File: src/rtl/mem_ctrl.sv
// mem_ctrl: serializes LSB loads, committed ROB stores and instruction fetches
// onto a byte-wide synchronous RAM port. Priority: store > load > fetch.
module mem_ctrl #(
    parameter int XLEN           = 32,
    parameter int ROB_SIZE_WIDTH = 3,
    parameter int INST_OP_WIDTH  = 6,
    // Op encodings; must match the global op numbering used by the LSB/ROB
    parameter logic [INST_OP_WIDTH-1:0] OP_LB  = INST_OP_WIDTH'(11),
    parameter logic [INST_OP_WIDTH-1:0] OP_LH  = INST_OP_WIDTH'(12),
    parameter logic [INST_OP_WIDTH-1:0] OP_LW  = INST_OP_WIDTH'(13),
    parameter logic [INST_OP_WIDTH-1:0] OP_LBU = INST_OP_WIDTH'(14),
    parameter logic [INST_OP_WIDTH-1:0] OP_LHU = INST_OP_WIDTH'(15),
    parameter logic [INST_OP_WIDTH-1:0] OP_SB  = INST_OP_WIDTH'(16),
    parameter logic [INST_OP_WIDTH-1:0] OP_SH  = INST_OP_WIDTH'(17),
    parameter logic [INST_OP_WIDTH-1:0] OP_SW  = INST_OP_WIDTH'(18)
) (
    input  logic                      clk,
    input  logic                      rst_n,
    input  logic                      flush,
    input  logic                      lsb_ready,
    input  logic [INST_OP_WIDTH-1:0]  lsb_op,
    input  logic [XLEN-1:0]           lsb_addr,
    input  logic [ROB_SIZE_WIDTH-1:0] lsb_id,
    input  logic                      rob_st_valid,
    input  logic [INST_OP_WIDTH-1:0]  rob_st_op,
    input  logic [XLEN-1:0]           rob_st_addr,
    input  logic [XLEN-1:0]           rob_st_data,
    input  logic                      if_req,
    input  logic [XLEN-1:0]           if_addr,
    input  logic                      io_buffer_full,
    input  logic [7:0]                mem_din,
    output logic [7:0]                mem_dout,
    output logic [XLEN-1:0]           mem_a,
    output logic                      mem_wr,
    output logic                      mem_busy,
    output logic                      mem_data_ready,
    output logic [XLEN-1:0]           mem_data,
    output logic [ROB_SIZE_WIDTH-1:0] mem_id,
    output logic                      mem_st_done,
    output logic                      if_ready,
    output logic [XLEN-1:0]           if_inst
);

    localparam logic [XLEN-1:0] IO_BASE = XLEN'(32'h0003_0000);

    typedef enum logic [1:0] {IDLE, WRITE, READ_LD, READ_IF} state_t;

    state_t                    state;
    logic [2:0]                cnt;
    logic [2:0]                acc_len;
    logic [INST_OP_WIDTH-1:0]  acc_op;
    logic [ROB_SIZE_WIDTH-1:0] acc_id;
    logic [XLEN-1:0]           acc_data;

    logic                      slot_vld;
    logic [INST_OP_WIDTH-1:0]  slot_op;
    logic [XLEN-1:0]           slot_addr;
    logic [ROB_SIZE_WIDTH-1:0] slot_id;

    logic                      st_go, ld_go, if_go, ld_done;
    logic [INST_OP_WIDTH-1:0]  ld_op;
    logic [XLEN-1:0]           ld_addr;
    logic [ROB_SIZE_WIDTH-1:0] ld_id;
    logic [XLEN-1:0]           rd_word;

    function automatic logic [2:0] op_len(input logic [INST_OP_WIDTH-1:0] op);
        if (op == OP_LB || op == OP_LBU || op == OP_SB) return 3'd1;
        if (op == OP_LH || op == OP_LHU || op == OP_SH) return 3'd2;
        return 3'd4;
    endfunction

    function automatic logic [XLEN-1:0] load_ext(input logic [INST_OP_WIDTH-1:0] op,
                                                 input logic [XLEN-1:0] raw);
        if (op == OP_LB)  return {{(XLEN-8){raw[7]}}, raw[7:0]};
        if (op == OP_LBU) return {{(XLEN-8){1'b0}}, raw[7:0]};
        if (op == OP_LH)  return {{(XLEN-16){raw[15]}}, raw[15:0]};
        if (op == OP_LHU) return {{(XLEN-16){1'b0}}, raw[15:0]};
        return raw;
    endfunction

    // IO-space writes stall while the IO buffer reports full
    function automatic logic io_hold(input logic full, input logic [XLEN-1:0] addr);
        return full && (addr >= IO_BASE);
    endfunction

    // Arbitration and read-byte assembly; a fresh lsb_ready bypasses the slot
    always_comb begin
        ld_op   = lsb_ready ? lsb_op   : slot_op;
        ld_addr = lsb_ready ? lsb_addr : slot_addr;
        ld_id   = lsb_ready ? lsb_id   : slot_id;
        st_go   = (state == IDLE) && rob_st_valid && !mem_st_done;
        ld_go   = (state == IDLE) && !st_go && !flush && (slot_vld || lsb_ready);
        if_go   = (state == IDLE) && !st_go && !ld_go && !flush && if_req && !if_ready;
        ld_done = (state == READ_LD) && !flush && (cnt == acc_len);
        rd_word = acc_data;
        case (cnt)
            3'd1: rd_word[7:0]   = mem_din;
            3'd2: rd_word[15:8]  = mem_din;
            3'd3: rd_word[23:16] = mem_din;
            3'd4: rd_word[31:24] = mem_din;
            default: ;
        endcase
    end

    // One-entry load slot: captures every lsb_ready, consumed when the load starts
    always_ff @(posedge clk or negedge rst_n) begin
        if (!rst_n) begin
            slot_vld  <= 1'b0;
            slot_op   <= '0;
            slot_addr <= '0;
            slot_id   <= '0;
        end else if (flush || ld_go) begin
            slot_vld  <= 1'b0;
        end else if (lsb_ready) begin
            slot_vld  <= 1'b1;
            slot_op   <= lsb_op;
            slot_addr <= lsb_addr;
            slot_id   <= lsb_id;
        end
    end

    // Busy from the cycle after capture until the result cycle
    always_ff @(posedge clk or negedge rst_n) begin
        if (!rst_n)         mem_busy <= 1'b0;
        else if (flush)     mem_busy <= 1'b0;
        else if (lsb_ready) mem_busy <= 1'b1;
        else if (ld_done)   mem_busy <= 1'b0;
    end

    // Access FSM with registered RAM-side and result outputs
    always_ff @(posedge clk or negedge rst_n) begin
        if (!rst_n) begin
            state          <= IDLE;
            cnt            <= '0;
            acc_len        <= '0;
            acc_op         <= '0;
            acc_id         <= '0;
            acc_data       <= '0;
            mem_a          <= '0;
            mem_dout       <= '0;
            mem_wr         <= 1'b0;
            mem_data_ready <= 1'b0;
            mem_data       <= '0;
            mem_id         <= '0;
            mem_st_done    <= 1'b0;
            if_ready       <= 1'b0;
            if_inst        <= '0;
        end else begin
            mem_data_ready <= 1'b0;
            mem_st_done    <= 1'b0;
            if_ready       <= 1'b0;
            case (state)
                IDLE: begin
                    cnt <= '0;
                    if (st_go) begin
                        state    <= WRITE;
                        acc_len  <= op_len(rob_st_op);
                        acc_data <= rob_st_data;
                        mem_a    <= rob_st_addr;
                        mem_dout <= rob_st_data[7:0];
                        mem_wr   <= !io_hold(io_buffer_full, rob_st_addr);
                    end else if (ld_go) begin
                        state    <= READ_LD;
                        acc_len  <= op_len(ld_op);
                        acc_op   <= ld_op;
                        acc_id   <= ld_id;
                        acc_data <= '0;
                        mem_a    <= ld_addr;
                    end else if (if_go) begin
                        state    <= READ_IF;
                        acc_len  <= 3'd4;
                        acc_data <= '0;
                        mem_a    <= if_addr;
                    end
                end
                // A byte advances only once it has actually been written
                WRITE: begin
                    if (mem_wr) begin
                        if (cnt == 3'(acc_len - 3'd1)) begin
                            state       <= IDLE;
                            mem_wr      <= 1'b0;
                            mem_st_done <= 1'b1;
                        end else begin
                            cnt      <= cnt + 3'd1;
                            mem_a    <= mem_a + XLEN'(1);
                            acc_data <= acc_data >> 8;
                            mem_dout <= acc_data[15:8];
                            mem_wr   <= !io_hold(io_buffer_full, mem_a + XLEN'(1));
                        end
                    end else begin
                        mem_wr <= !io_hold(io_buffer_full, mem_a);
                    end
                end
                // Byte k arrives one cycle after its address; cnt==N holds the last byte
                READ_LD, READ_IF: begin
                    if (flush) begin
                        state <= IDLE;
                    end else begin
                        if (cnt != 3'd0) acc_data <= rd_word;
                        if (cnt == acc_len) begin
                            state <= IDLE;
                            if (state == READ_LD) begin
                                mem_data_ready <= 1'b1;
                                mem_data       <= load_ext(acc_op, rd_word);
                                mem_id         <= acc_id;
                            end else begin
                                if_ready <= 1'b1;
                                if_inst  <= rd_word;
                            end
                        end else begin
                            cnt <= cnt + 3'd1;
                            if (cnt < 3'(acc_len - 3'd1)) mem_a <= mem_a + XLEN'(1);
                        end
                    end
                end
                default: state <= IDLE;
            endcase
        end
    end

endmodule
File: config.mk
export PLATFORM = sky130hd
export DESIGN_NAME = mem_ctrl
export DESIGN_NICKNAME = d
export VERILOG_FILES = /design/src/rtl/mem_ctrl.sv
export SDC_FILE = /design/constraint.sdc
export NUM_CORES = 1
export LEC_CHECK = 0
export ABC_AREA = 0
export CELL_PAD_IN_SITES_DETAIL_PLACEMENT = 1
export CELL_PAD_IN_SITES_GLOBAL_PLACEMENT = 1
export CORE_ASPECT_RATIO = 1.5
export CORE_MARGIN = 3
export CORE_UTILIZATION = 41
export CTS_BUF_LIST = sky130_fd_sc_hd__clkbuf_4 sky130_fd_sc_hd__clkbuf_8 sky130_fd_sc_hd__clkbuf_16
export CTS_CLUSTER_SIZE = 30
export DETAILED_ROUTE_END_ITERATION = 16
export GPL_TIMING_DRIVEN = 1
export PLACE_DENSITY = 0.95
export SLEW_MARGIN = 15
export SYNTH_ARGS = -nofsm -noshare
export SYNTH_HDL_FRONTEND = slang
export SYNTH_SLANG_ARGS = --single-unit
File: constraint.sdc
create_clock -name clk -period 5.05 [get_ports clk]
set_input_delay 1.01 -clock clk [delete_from_list [all_inputs] [get_ports clk]]
set_output_delay 1.01 -clock clk [all_outputs]
set_load 0.01 [all_outputs]
==> results.md <==
* Status: complete, no violations
* CTS Buffer Depth at 3
* CP Cell Sequence: clkdlybuf4s50_1 > nor2b_2 > nor2_1 > nand2_1 > o21ai_4 > buf_4 > a21o_1 > o2bb2ai_1
* Synthesized cell area at about 11,000 µm²
* Ys async rst share at between 90% and 100%
* Final setup margin at between 1.5 and 2 ns
* I/O pins at between 200 and 300
* Die Wd at around 140 µm
* Leak at 6.15 nW
* Initial core utilization at 41.7%
* Final hold vios at 0
* Req. time, crit path at around 5.5 ns
* Power Dens Cells at 553 nW/µm²
* Worst Hold Launch: mem_data[8]
* Hpwl dp at 29,700 µm
* Flops & latches, synth at 203
* Number of synthesized flops with an enable pin at 0
* Maximum vdd drop at about 0.00032 V
* Crit-path max cell delay at 0.80 ns
* Fin Setup TNS at 0 ns
* Initial antenna violation count at 2
* Vias in the first global route at 11,500
* H-tree depth at 1
* Largest net degree at the start of global routing at 108
* R2R Path Start: state[0]
* Reg2reg end: acc_data[2]
* Synth top area share at ~46%
* R2R Setup Slk at 1.85 ns
* CTS resizes at 0
* CORE AREA at 26,600 µm²
* ANT nets after route at 0
* Port bufs at about 270
* Worst setup EP type: flip-flop
* Initial DRC Count at between 800 and 900
* Main synth FF type: dfrtp_1
* Arrival time of the worst setup path at about 3.9 ns
* RSZ-0062 raised after global routing: false
* Pins over their slew limit at 0
* Synth area leaders: dfrtp_1 46%, mux2_2 8.4%, o21ai_0 4.9%
* Die Y at between 200 and 250 µm
* Tmin final at between 3 and 4 ns
* Vias post-DR at between 10,000 and 15,000
* Top cells by count, synth: 203 x dfrtp_1, 133 x nand2_1, 108 x o21ai_0
* Synth Area per Inst at 9.58 µm²
* Synthesized Nets at approximately 1,300
* Area growth syn-to-layout at 32.8%
* Hold Path Sink: mem_data[8]
* Pre-CTS WS at 1.00 ns
* Worst Tran Pin Value at around 1.2 ns
* Worst hold path class: reg2reg
* Top cell type by total area after synthesis: dfrtp_1
* CP Class: in2reg
* Filler cell count in the final layout at between 2,000 and 3,000
* GRT Residual Overflow at 0
* Clock-pin slew on the worst setup and hold paths at approximately 0.06 ns
* Max FO, Critical Path at 57
* Die area at 29,100 µm²
* DRT Pass-1 Iters at 6
* Worst path slowest cell: nor2_1
* Fraction of layout cells with a size suffix above 1 at about 12%
* DR vias/cell at just over 6
* Global-route wire length before repair at around 65,000 µm
* GP Congestion at approximately 0.91
* Final nets at 1,547
* CTS Root Cell: clkbuf_16
* Endpoints failing setup at 0
* CTS tree: yes
* GRT Total Usage at 27.6%
* Total CTS buffers at 22
* Post-CTS Setup Inserts at 0
* Hold buffers post-CTS at 0
* Clock Sinks at roughly 200
* Most common cell in the netlist: dfrtp_1
* Post-Route WL at 41,200 µm
* Hold Path Cell Cnt at 1
* Kind of start point of the critical path: input pin
* R2R depth at 7
* Rel. slew slack at about a fifth
* Synth Instances at ~1,200
* Share of the clock period used by the worst path at between 60 and 70%
* Worst Clk Skew at 0.0131 ns
* Netlist cell types at just under 70
* Sequential share of the synthesized area at a little under half
* Maxcap violations at 0
* Routed wire per std cell at 23.8 µm
* Crit path from: rob_st_valid
* Ys Warns at 0
* FP Rows at 73
* Skew-Pair Late Insertion Delay at about 0.52 ns
* # DRC at 0
* Max Clock Freq at 287 MHz
[area by class of cell]
cell class	instances	area (µm²)	area share (%)
Clock inverter	8	109	0.739
Timing Repair Buffer	286	2830	19.2
Inverter	23	86.3	0.586
Clock buffer	31	637	4.32
Multi-Input combinational cell	842	5560	37.7
Antenna cell	2	5.00	0.0340
Tap cell	337	422	2.86
Sequential cell	203	5080	34.5
[registers in the layout (all words and copies together), names as in the netlist]
name,cells
slot_id,3
mem_a,32
mem_st_done,1
mem_dout,8
slot_addr,32
slot_op,6
acc_id,3
mem_data_ready,1
acc_data,32
state,2
mem_data,32
mem_wr,1
if_ready,1
slot_vld,1
if_inst,32
mem_busy,1
cnt,3
acc_len,3
acc_op,6
mem_id,3
[power by group]
group	internal, W	switching, W	leakage (nW)
Sequential	0.00219	0.000581	2.59
Clock	0.000988	0.000702	0.375
Combinational	0.00162	0.00206	3.18
[metal layers]
layer,global-route usage [%],vias to the layer above,share of wire (%)
li1,-,4658,-
met1,31.0,5279,36
met2,50.3,428,53
met3,4.45,133,5.7
met4,12.8,0,4.9
met5,0,-,0
[critical path, delay by kind of cell]
family / cells / cell delay (ns)
compound gates: 3 / 0.61
buf+inv: 2 / 0.94
simple gates: 3 / 1.34
[metrics by stage]
step                hold WS (ns)  cells  cell area (µm²)  power (W)  utilization (%)
floorplan                  0.442   1157            11100    0.00478                -
global placement           0.458   1691            14000    0.00618             52.5
detailed placement         0.471   1691            14000    0.00643             52.5
CTS                        0.490   1730            14700    0.00816             55.3
global route               0.509   1732            14700    0.00865             55.4
finish                     0.487   1732            14700    0.00815             55.4
[worst max-delay path by stage]
stage | slack (ns) | endpoint | depth (start not counted)
after floorplan | 2.36 | mem_data[12] | 9
after global placement | 1.12 | acc_data[5] | 8
after CTS | 1.55 | acc_data[2] | 8
after detailed placement | 1.00 | acc_data[2] | 8
after global routing | 1.33 | acc_data[4] | 8
final | 1.57 | acc_data[2] | 8
[cells by family after synthesis]
logic type / synth area share, %
compound gates: 20.9
xor+xnor: 1.11
fa+ha+maj: 1.24
buf+inv: 4.52
flops: 45.8
mux: 11.9
simple gates: 14.5
[placed cells by master, fill, tap and decap left out, types with 22 or more instances in the layout]
cell type / netlist / layout
clkdlybuf4s50_1: 0 / 267
dfrtp_1: 203 / 203
nand2_1: 133 / 133
o21ai_0: 108 / 107
a21oi_1: 85 / 85
mux2_2: 83 / 83
nor2_1: 81 / 79
mux2i_1: 39 / 39
inv_1: 23 / 23
clkbuf_16: 0 / 22
No activity file was read; power rests on OpenSTA's default activity.
